===== src/rtl/noc_echo_pkg.sv =====
// noc_echo_pkg: shared state encoding and header field positions for the echo responder.
package noc_echo_pkg;
  typedef enum logic [1:0] {RX, TX, DROP} state_t;
  function automatic int dest_msb(input int fw);
    return fw - 1;
  endfunction
  function automatic int dest_lsb(input int fw, input int dw);
    return fw - dw;
  endfunction
  function automatic int class_msb(input int fw, input int dw);
    return fw - dw - 1;
  endfunction
  function automatic int class_lsb(input int fw, input int dw, input int cw);
    return fw - dw - cw;
  endfunction
  function automatic int src_msb(input int fw, input int dw, input int cw);
    return fw - dw - cw - 1;
  endfunction
  function automatic int src_lsb(input int fw, input int dw, input int cw);
    return fw - 2 * dw - cw;
  endfunction
endpackage


===== src/rtl/noc_echo_pktbuf.sv =====
// noc_echo_pktbuf: whole-packet flit store with write/read pointers and stored last index.
module noc_echo_pktbuf #(
  parameter int FLIT_WIDTH  = 32,
  parameter int MAX_PKT_LEN = 8
) (
  input  logic                  clk,
  input  logic                  rst_n,
  input  logic                  i_wr_en,
  input  logic [FLIT_WIDTH-1:0] i_wr_data,
  input  logic                  i_len_set,
  input  logic                  i_rd_inc,
  input  logic                  i_clr,
  output logic [FLIT_WIDTH-1:0] o_rd_data,
  output logic                  o_full,
  output logic                  o_rd_first,
  output logic                  o_rd_last
);
  localparam int PW = MAX_PKT_LEN > 1 ? $clog2(MAX_PKT_LEN) : 1;
  logic [FLIT_WIDTH-1:0] r_buf [MAX_PKT_LEN];
  logic [PW-1:0] r_wr_ptr, r_rd_ptr, r_last_idx;
  always_ff @(posedge clk)
    if (i_wr_en) r_buf[r_wr_ptr] <= i_wr_data;
  // len is kept as the index of the last flit so MAX_PKT_LEN fits in PW bits
  always_ff @(posedge clk or negedge rst_n)
    if (!rst_n) begin
      r_wr_ptr   <= '0;
      r_rd_ptr   <= '0;
      r_last_idx <= '0;
    end else begin
      r_wr_ptr <= i_clr ? '0 : i_wr_en ? r_wr_ptr + PW'(1) : r_wr_ptr;
      r_rd_ptr <= i_clr ? '0 : i_rd_inc ? r_rd_ptr + PW'(1) : r_rd_ptr;
      if (i_len_set) r_last_idx <= r_wr_ptr;
    end
  assign o_rd_data  = r_buf[r_rd_ptr];
  assign o_full     = r_wr_ptr == PW'(MAX_PKT_LEN - 1);
  assign o_rd_first = r_rd_ptr == '0;
  assign o_rd_last  = r_rd_ptr == r_last_idx;
endmodule


===== src/rtl/noc_echo_responder.sv =====
// noc_echo_responder: buffers each packet whole and echoes it back with dest/src swapped to TILE_ID.
module noc_echo_responder
  import noc_echo_pkg::*;
#(
  parameter int FLIT_WIDTH  = 32,
  parameter int MAX_PKT_LEN = 8,
  parameter int TILE_ID     = 1,
  parameter int DEST_WIDTH  = 5,
  parameter int CLASS_WIDTH = 3,
  parameter int CNT_WIDTH   = 16
) (
  input  logic                  clk,
  input  logic                  rst_n,
  input  logic [FLIT_WIDTH-1:0] in_flit,
  input  logic                  in_last,
  input  logic                  in_valid,
  output logic                  in_ready,
  output logic [FLIT_WIDTH-1:0] out_flit,
  output logic                  out_last,
  output logic                  out_valid,
  input  logic                  out_ready,
  output logic [CNT_WIDTH-1:0]  echo_cnt,
  output logic [CNT_WIDTH-1:0]  drop_cnt,
  output logic                  busy
);
  localparam int DMSB = dest_msb(FLIT_WIDTH);
  localparam int DLSB = dest_lsb(FLIT_WIDTH, DEST_WIDTH);
  localparam int SMSB = src_msb(FLIT_WIDTH, DEST_WIDTH, CLASS_WIDTH);
  localparam int SLSB = src_lsb(FLIT_WIDTH, DEST_WIDTH, CLASS_WIDTH);
  state_t r_state, w_next;
  logic w_wr, w_len_set, w_rd, w_clr, w_echo_inc, w_drop_inc;
  logic w_full, w_rd_first, w_rd_last;
  logic [FLIT_WIDTH-1:0] w_rd_data, w_hdr;
  logic [CNT_WIDTH-1:0] r_echo_cnt, r_drop_cnt, w_echo_nxt, w_drop_nxt;
  noc_echo_pktbuf #(.FLIT_WIDTH(FLIT_WIDTH), .MAX_PKT_LEN(MAX_PKT_LEN)) u_buf (
    .clk       (clk),
    .rst_n     (rst_n),
    .i_wr_en   (w_wr),
    .i_wr_data (in_flit),
    .i_len_set (w_len_set),
    .i_rd_inc  (w_rd),
    .i_clr     (w_clr),
    .o_rd_data (w_rd_data),
    .o_full    (w_full),
    .o_rd_first(w_rd_first),
    .o_rd_last (w_rd_last)
  );
  always_comb begin
    w_next     = r_state;
    w_wr       = 1'b0;
    w_len_set  = 1'b0;
    w_rd       = 1'b0;
    w_clr      = 1'b0;
    w_echo_inc = 1'b0;
    w_drop_inc = 1'b0;
    case (r_state)
      RX: if (in_valid) begin
        w_wr = 1'b1;
        if (in_last) begin
          w_len_set = 1'b1;
          w_next    = TX;
        end else if (w_full) w_next = DROP;
      end
      TX: if (out_ready) begin
        w_rd = 1'b1;
        if (w_rd_last) begin
          w_clr      = 1'b1;
          w_echo_inc = 1'b1;
          w_next     = RX;
        end
      end
      DROP: if (in_valid && in_last) begin
        w_clr      = 1'b1;
        w_drop_inc = 1'b1;
        w_next     = RX;
      end
      default: w_next = RX;
    endcase
  end
  always_comb begin
    w_hdr            = w_rd_data;
    w_hdr[DMSB:DLSB] = w_rd_data[SMSB:SLSB];
    w_hdr[SMSB:SLSB] = DEST_WIDTH'(TILE_ID);
  end
  assign w_echo_nxt = (w_echo_inc && ~&r_echo_cnt) ? r_echo_cnt + CNT_WIDTH'(1) : r_echo_cnt;
  assign w_drop_nxt = (w_drop_inc && ~&r_drop_cnt) ? r_drop_cnt + CNT_WIDTH'(1) : r_drop_cnt;
  always_ff @(posedge clk or negedge rst_n)
    if (!rst_n) begin
      r_state    <= RX;
      r_echo_cnt <= '0;
      r_drop_cnt <= '0;
    end else begin
      r_state    <= w_next;
      r_echo_cnt <= w_echo_nxt;
      r_drop_cnt <= w_drop_nxt;
    end
  assign in_ready  = r_state != TX;
  assign out_valid = r_state == TX;
  assign busy      = r_state != RX;
  assign out_last  = out_valid && w_rd_last;
  assign out_flit  = out_valid ? (w_rd_first ? w_hdr : w_rd_data) : '0;
  assign echo_cnt  = r_echo_cnt;
  assign drop_cnt  = r_drop_cnt;
endmodule


===== config.mk =====
export PLATFORM = sky130hd
export DESIGN_NAME = noc_echo_responder
export DESIGN_NICKNAME = d
export VERILOG_FILES = /design/src/rtl/noc_echo_pkg.sv /design/src/rtl/noc_echo_pktbuf.sv /design/src/rtl/noc_echo_responder.sv
export SDC_FILE = /design/constraint.sdc
export NUM_CORES = 1
export LEC_CHECK = 0
export CELL_PAD_IN_SITES_DETAIL_PLACEMENT = 0
export CELL_PAD_IN_SITES_GLOBAL_PLACEMENT = 1
export CORE_MARGIN = 2
export CORE_UTILIZATION = 23
export CTS_BUF_LIST = sky130_fd_sc_hd__clkbuf_8
export DETAILED_ROUTE_END_ITERATION = 8
export PLACE_DENSITY_LB_ADDON = 0.1
export SLEW_MARGIN = 40
export SYNTH_ARGS = -nofsm -noshare
export SYNTH_HDL_FRONTEND = slang
export SYNTH_HIERARCHICAL = 1
export SYNTH_SLANG_ARGS = --single-unit

===== constraint.sdc =====
create_clock -name clk -period 4.5 [get_ports clk]
set_input_delay 0.9 -clock clk [delete_from_list [all_inputs] [get_ports clk]]
set_output_delay 0.9 -clock clk [all_outputs]
set_load 0.005 [all_outputs]

== Yosys cells after proc, flatten, opt, wreduce, memory -nomap -nowiden ==
Memory sizes are Yosys's and may differ from the RTL's.
Cells that the tools add are included.

* Bits in registers: 43
* Latch bits: 0
* Memory bits (writable): 256
* Bits in read-only memories: 0
* Input port bits: 37
* Output and inout port bits: 68
* Logic and storage cells: 63
* Memories kept: 1

* Add/subtract/negate cells: 4
* $mul: 0
* Div/mod/pow operators: 0
* Magnitude comparators: 0
* Equality and inequality tests: 10
* Shift-type cells: 0
* Muxes and demuxes: 28
* Bitwise gates (word level): 0
* Reductions and logical operators: 14

{| class="wikitable"
|+ Memory list
! memory !! words !! bits a word !! rd ports !! clocked after Yosys merged registers in !! wr ports !! line !! source
|-
| u_buf.r_buf || 8 || 32 || 1 || 0 || 1 || noc_echo_pktbuf.sv:19 || <nowiki>logic [FLIT_WIDTH-1:0] r_buf [MAX_PKT_LEN];</nowiki>
|}

{| class="wikitable"
|+ Operator list
! kind !! count
|-
| 32-bit two-way mux || 2
|-
| 16-bit by 1-bit adder with 16-bit output (second input constant) || 2
|-
| 16-bit AND reduction || 2
|-
| 1-bit two-way mux || 14
|-
| 2-bit two-way mux || 6
|-
| 3-bit two-way mux || 4
|-
| 3-bit by 1-bit adder with 3-bit output (second input constant) || 2
|-
| 2-bit by 1-bit != test with 1-bit output (second input constant) || 3
|-
| 2-bit case mux with 3 select lines || 1
|-
| 2-bit nonzero test || 3
|-
| 5-bit AND reduction || 1
|-
| 1-bit logical AND || 4
|-
| 2-bit != test (second input constant) || 2
|-
| 3-bit equality test || 1
|-
| 3-bit equality test (second input constant) || 1
|-
| 3-bit logical NOT || 1
|-
| 3-bit by 2-bit != test with 1-bit output (second input constant) || 1
|-
| 2-bit by 1-bit equality test with 1-bit output (second input constant) || 1
|-
| 2-bit equality test (second input constant) || 1
|-
| 1-bit logical NOT || 2
|-
| 2-bit logical NOT || 1
|-
| 1-bit case mux with 2 select lines || 1
|}

== Logic depth before layout (Yosys ltp) ==
* Depth after elaboration: 5
* Mapped depth: 10
* Gate-level depth less buffers: 6

== Cells and area by module ==
The synthesis kept the hierarchy.

{| class="wikitable"
|+ By module, submodules not included
! module !! times used !! cells each !! area each (µm²) !! sequential area each (µm²)
|-
| noc_echo_pktbuf || 1 || 420 || 10324.9 || 7912.6
|-
| noc_echo_responder || 1 || 214 || 2072.0 || 850.8
|}

== Worst setup path after synthesis ==
OpenSTA, ideal clock, no wires.

* Path kind: in2reg
* From: in in_valid
* To: mem u_buf.r_buf[0][0], enable pin
* Setup time: 0.461 ns
* Data arrival time: 3.468 ns
* Required time: 4.039 ns
* Slack: 0.571 ns
* Stages: 3
* Buffers on the path: 0
* Path through: and2_1 nand2b_1 nor3_1

* Word-level cells in the longest chain between the ends: 4

{| class="wikitable"
|+ Ends and longest elaborated chain
! element !! line !! source
|-
| start, declared || noc_echo_responder.sv:16 || <nowiki>input logic in_valid,</nowiki>
|-
| 1-bit two-way mux || noc_echo_responder.sv:57 || <nowiki>RX: if (in_valid) begin</nowiki>
|-
| 1-bit two-way mux || noc_echo_responder.sv:56 || <nowiki>case (r_state)</nowiki>
|-
| 1-bit two-way mux || noc_echo_pktbuf.sv:22 || <nowiki>if (i_wr_en) r_buf[r_wr_ptr] <= i_wr_data;</nowiki>
|-
| 1-bit two-way mux (not written as such) || noc_echo_pktbuf.sv:22 ||
|-
| end, declared || noc_echo_pktbuf.sv:19 ||
|}

No other way between the ends.

== Worst setup path in the final report ==
* From: reg u_buf.r_rd_ptr[0]
* To: out out_flit[27]

* Word-level cells in the longest chain between the ends: 3
* Elaborated cells on any way between the ends: 4
* Those cells by class: mux: 2; reduce/logical: 1; memory: 1

{| class="wikitable"
|+ Ends and longest elaborated chain
! element !! line !! source
|-
| start, declared || noc_echo_pktbuf.sv:20 || <nowiki>logic [PW-1:0] r_wr_ptr, r_rd_ptr, r_last_idx;</nowiki>
|-
| start signal, assigned || noc_echo_pktbuf.sv:31 || <nowiki>r_rd_ptr <= i_clr ? '0 : i_rd_inc ? r_rd_ptr + PW'(1) : r_rd_ptr;</nowiki>
|-
| 3-bit logical NOT || noc_echo_pktbuf.sv:36 || <nowiki>assign o_rd_first = r_rd_ptr == '0;</nowiki>
|-
| named net w_rd_first || noc_echo_responder.sv:32 || <nowiki>logic w_full, w_rd_first, w_rd_last;</nowiki>
|-
| 32-bit two-way mux (2 in series) || noc_echo_responder.sv:101 || <nowiki>assign out_flit = out_valid ? (w_rd_first ? w_hdr : w_rd_data) : '0;</nowiki>
|-
| end, declared || noc_echo_responder.sv:18 || <nowiki>output logic [FLIT_WIDTH-1:0] out_flit,</nowiki>
|}

The timed path passes the listed nets, and every way through them passes these cells.

==> impl_metrics.py <==
metrics = {
    "pwr": {
        "p_seq_share_pct": 42.9,
        "leakage_nw": 5.25,
        "power_density_mw_per_mm2": 552,
        "combPwrFrac_pct": 30.1,
        "ir_drop_mv": 0.206,
        "p_switching_mw": 2.58,
        "p_sw_share_pct": 30.4,
        "p_int_mw": 5.91,
        "clockPowerShare_pct": 27.1,
    },
    "global_routing": {
        "grt_overflow": 0,
        "grt_pass1_wl_um": 46800,
        "grt_start_max_net_pins": 44,
        "grt_pass1_vias": 7128,
        "track_usage_pct": 11.4,
        "antenna_found_initial": 2,
    },
    "floorplanning": {
        "die_w_um": 236,
        "fp.dieH_um": 236,
        "start_util_pct": 23.1,
        "coreArea_mm2": 0.0536,
        "io_pins": 105,
        "rows": 85,
        "dieArea_mm2": 0.0558,
    },
    "sta": {
        "timing.final.max_slew_violations": 0,
        "rsz0062_at_grt": "false",
        "slew_headroom_pct": 46.8,
        "tightest_slew_ps": 795,
        "skew_ps": 34.3,
        "period_share_pct": 92.4,
        "setup_violations": 0,
        "fmax_mhz": 241,
        "period_minus_slack_ps": 4160,
        "report.final.hold_viol_count": 0,
        "fin_setup_tns_ps": 0,
    },
    "drt": {
        "drtAntennaViolNets": 0,
        "drc": 0,
        "first_pass_iters": 6,
        "via_per_inst": 4.21,
        "wirelength_um": 32000,
        "vias": 6442,
        "drt_iter0_markers": 289,
        "wl_per_cell_um": 20.9,
    },
    "synth": {
        "synthArstFlopShare_pct": 14.4,
        "yosysMostFrequentCell": "edfxtp_1",
        "ys_top_cells_by_area": "edfxtp_1 (62%), dfrtp_1 (8.7%), mux4_2 (8.2%)",
        "synth_top_flop_cell": "edfxtp_1",
        "ys_ff_latch": 299,
        "ys_warn_count": 6,
        "yosys-top-cells-count": "edfxtp_1 (256), mux4_2 (45), dfrtp_1 (43)",
        "synth_nets": 680,
        "synth_top_cell_by_area": "edfxtp_1",
        "synth_seq_area_share_pct": 70.7,
        "synth_cells": 634,
        "avgSynthCellArea_um2": 19.6,
        "synth_top_cell_area_share_pct": 62.0,
        "synth_edf_count": 256,
        "syn_area_mm2": 0.0124,
        "yosysUniqueCellTypes": 51,
    },
    "cts": {
        "clkSinkCount": 299,
        "cts_tree": "built",
        "clock_path_buffers": 3,
        "root_buffer": "clkbuf_8",
        "post_cts_buffers": 0,
        "postCtsHoldBufs": 0,
        "cts.clk_slew.worst_paths_ps": 60,
        "htree_levels": 2,
        "numCtsBuffers": 53,
        "insertion_delay_ps": 640,
        "post_cts_resized": 0,
    },
    "setup_path": {
        "r2r_start": "u_buf/r_rd_ptr[0]",
        "cp.arrival_ps": 3260,
        "cp_top_family": "buffers and inverters",
        "cp_cell_sequence": "buf_12 -> inv_2 -> ha_1 -> nor2b_1 -> mux2i_1 -> nor2_1 -> clkdlybuf4s50_1",
        "crit_slowest_cell": "dfrtp_4",
        "crit_required_ps": 3600,
        "critPathBufInv": 3,
        "timing.rr.end": "echo_cnt[9]",
        "critPathMaxFanout": 18,
        "critPathMaxStageDelay_ps": 650,
        "start_kind": "register",
        "end_kind": "output pin",
        "critPathKind": "register to output pin",
        "rr_worst_depth": 7,
        "path_depth": 7,
        "rrSetupSlack_ps": 1560,
    },
    "outcome": {
        "status": "complete, no violations",
    },
    "cells_and_area": {
        "fin_util_pct": 28.7,
        "drive_gt1_share_pct": 23.8,
        "syn2layout_area_growth_pct": 24.1,
        "fin_nets": 835,
    },
    "run": {
        "cap_violations": 0,
    },
    "placed_design": {
        "place_congestion": 0.714,
        "io_buffers": 104,
        "place_hpwl_um": 18600,
    },
    "hold_path": {
        "holdCritPathClass": "primary input to async pin",
    },
}
## worst reg2reg max path: cells and delay by family, from the launching register on
family        cells  cell delay, ps
buf+inv           1             340
simple gates      4            1530
xor+xnor          2             300
flops             1             690
## worst max-delay path by stage
stage / startpoint / to / slack (ps)
2_1_floorplan: in_valid / u_buf/r_buf[0][0] / 570
3_3_place_gp: u_buf/r_rd_ptr[0] / out_flit[0] / 760
3_5_place_dp: u_buf/r_rd_ptr[0] / out_flit[13] / 770
4_1_cts: u_buf/r_rd_ptr[0] / out_flit[13] / 40
5_1_grt: u_buf/r_rd_ptr[0] / out_flit[27] / 40
6_report: u_buf/r_rd_ptr[0] / out_flit[27] / 340
## layout by cell type, fill, tap and decap left out, types with 8 or more instances in the layout
cell and count:
edfxtp_1 256, clkdlybuf4s50_1 103, clkbuf_8 53, mux4_2 45
dfrtp_1 40, inv_1 29, mux2_4 27, and2_1 26
nor2_1 21, mux4_1 19, nand2_1 18, xor2_1 17
buf_4 16, clkinv_1 14, mux2_2 13, xnor2_1 13
mux2i_1 10, nand4_1 9, ha_1 9, nand3_1 8
## power by group through the flow
stage               combinational, mW  clock, mW  sequential [mW]
global route                     2.77       2.54             3.69
detailed placement               2.55          0             3.75
global placement                 2.54          0             3.73
CTS                              2.57       2.42             3.70
floorplan                        1.76          0             3.52
finish                           2.56       2.30             3.64
## sequential cells by signal, summed over array words and instances, names as in the netlist
signal	flops
u_buf/r_rd_ptr	3
u_buf/r_buf	256
echo_cnt	16
drop_cnt	16
r_state	2
u_buf/r_last_idx	3
u_buf/r_wr_ptr	3
## kinds of logic after synthesis
kind of cell / after synthesis / share of synthesized area, %
buf+inv: 34 / 1.83
fa+ha+maj: 9 / 0.908
mux: 114 / 17.5
compound gates: 16 / 0.939
xor+xnor: 30 / 2.12
simple gates: 132 / 6.06
flops: 299 / 70.7
## layer usage
metal / part of all wire [%] / track usage, % / routed length [um]
met1: 45 / 14.5 / 14400
met2: 48 / 18.9 / 15400
met3: 4.5 / 3.12 / 1450
met4: 2.3 / 3.55 / 733
met5: 0.050 / 0 / 16
## metrics by stage
| stage | cells | hold slack, ps | setup WS (ps) | power, mW | instance area [um^2] |
|---|---|---|---|---|---|
| after floorplan | 634 | 495 | 571 | 5.28 | 12400 |
| after global placement | 1429 | 504 | 765 | 6.27 | 14400 |
| after detailed placement | 1429 | 520 | 768 | 6.31 | 14400 |
| after CTS | 1527 | 240 | 42.7 | 8.69 | 15300 |
| after global routing | 1529 | 260 | 37.1 | 9.00 | 15400 |
| final | 1529 | 273 | 343 | 8.49 | 15400 |
## cell type report
| class | count | area, um^2 |
|---|---|---|
| Multi-Input combinational cell | 301 | 3470 |
| Timing Repair Buffer | 125 | 1270 |
| Clock buffer | 53 | 729 |
| Tap cell | 696 | 871 |
| Fill cell | 5396 | 38200 |
| Clock inverter | 45 | 230 |
| Inverter | 9 | 33.8 |
| Sequential cell | 299 | 8770 |
| Antenna cell | 1 | 2.50 |
No activity file was read; power rests on OpenSTA's default activity.
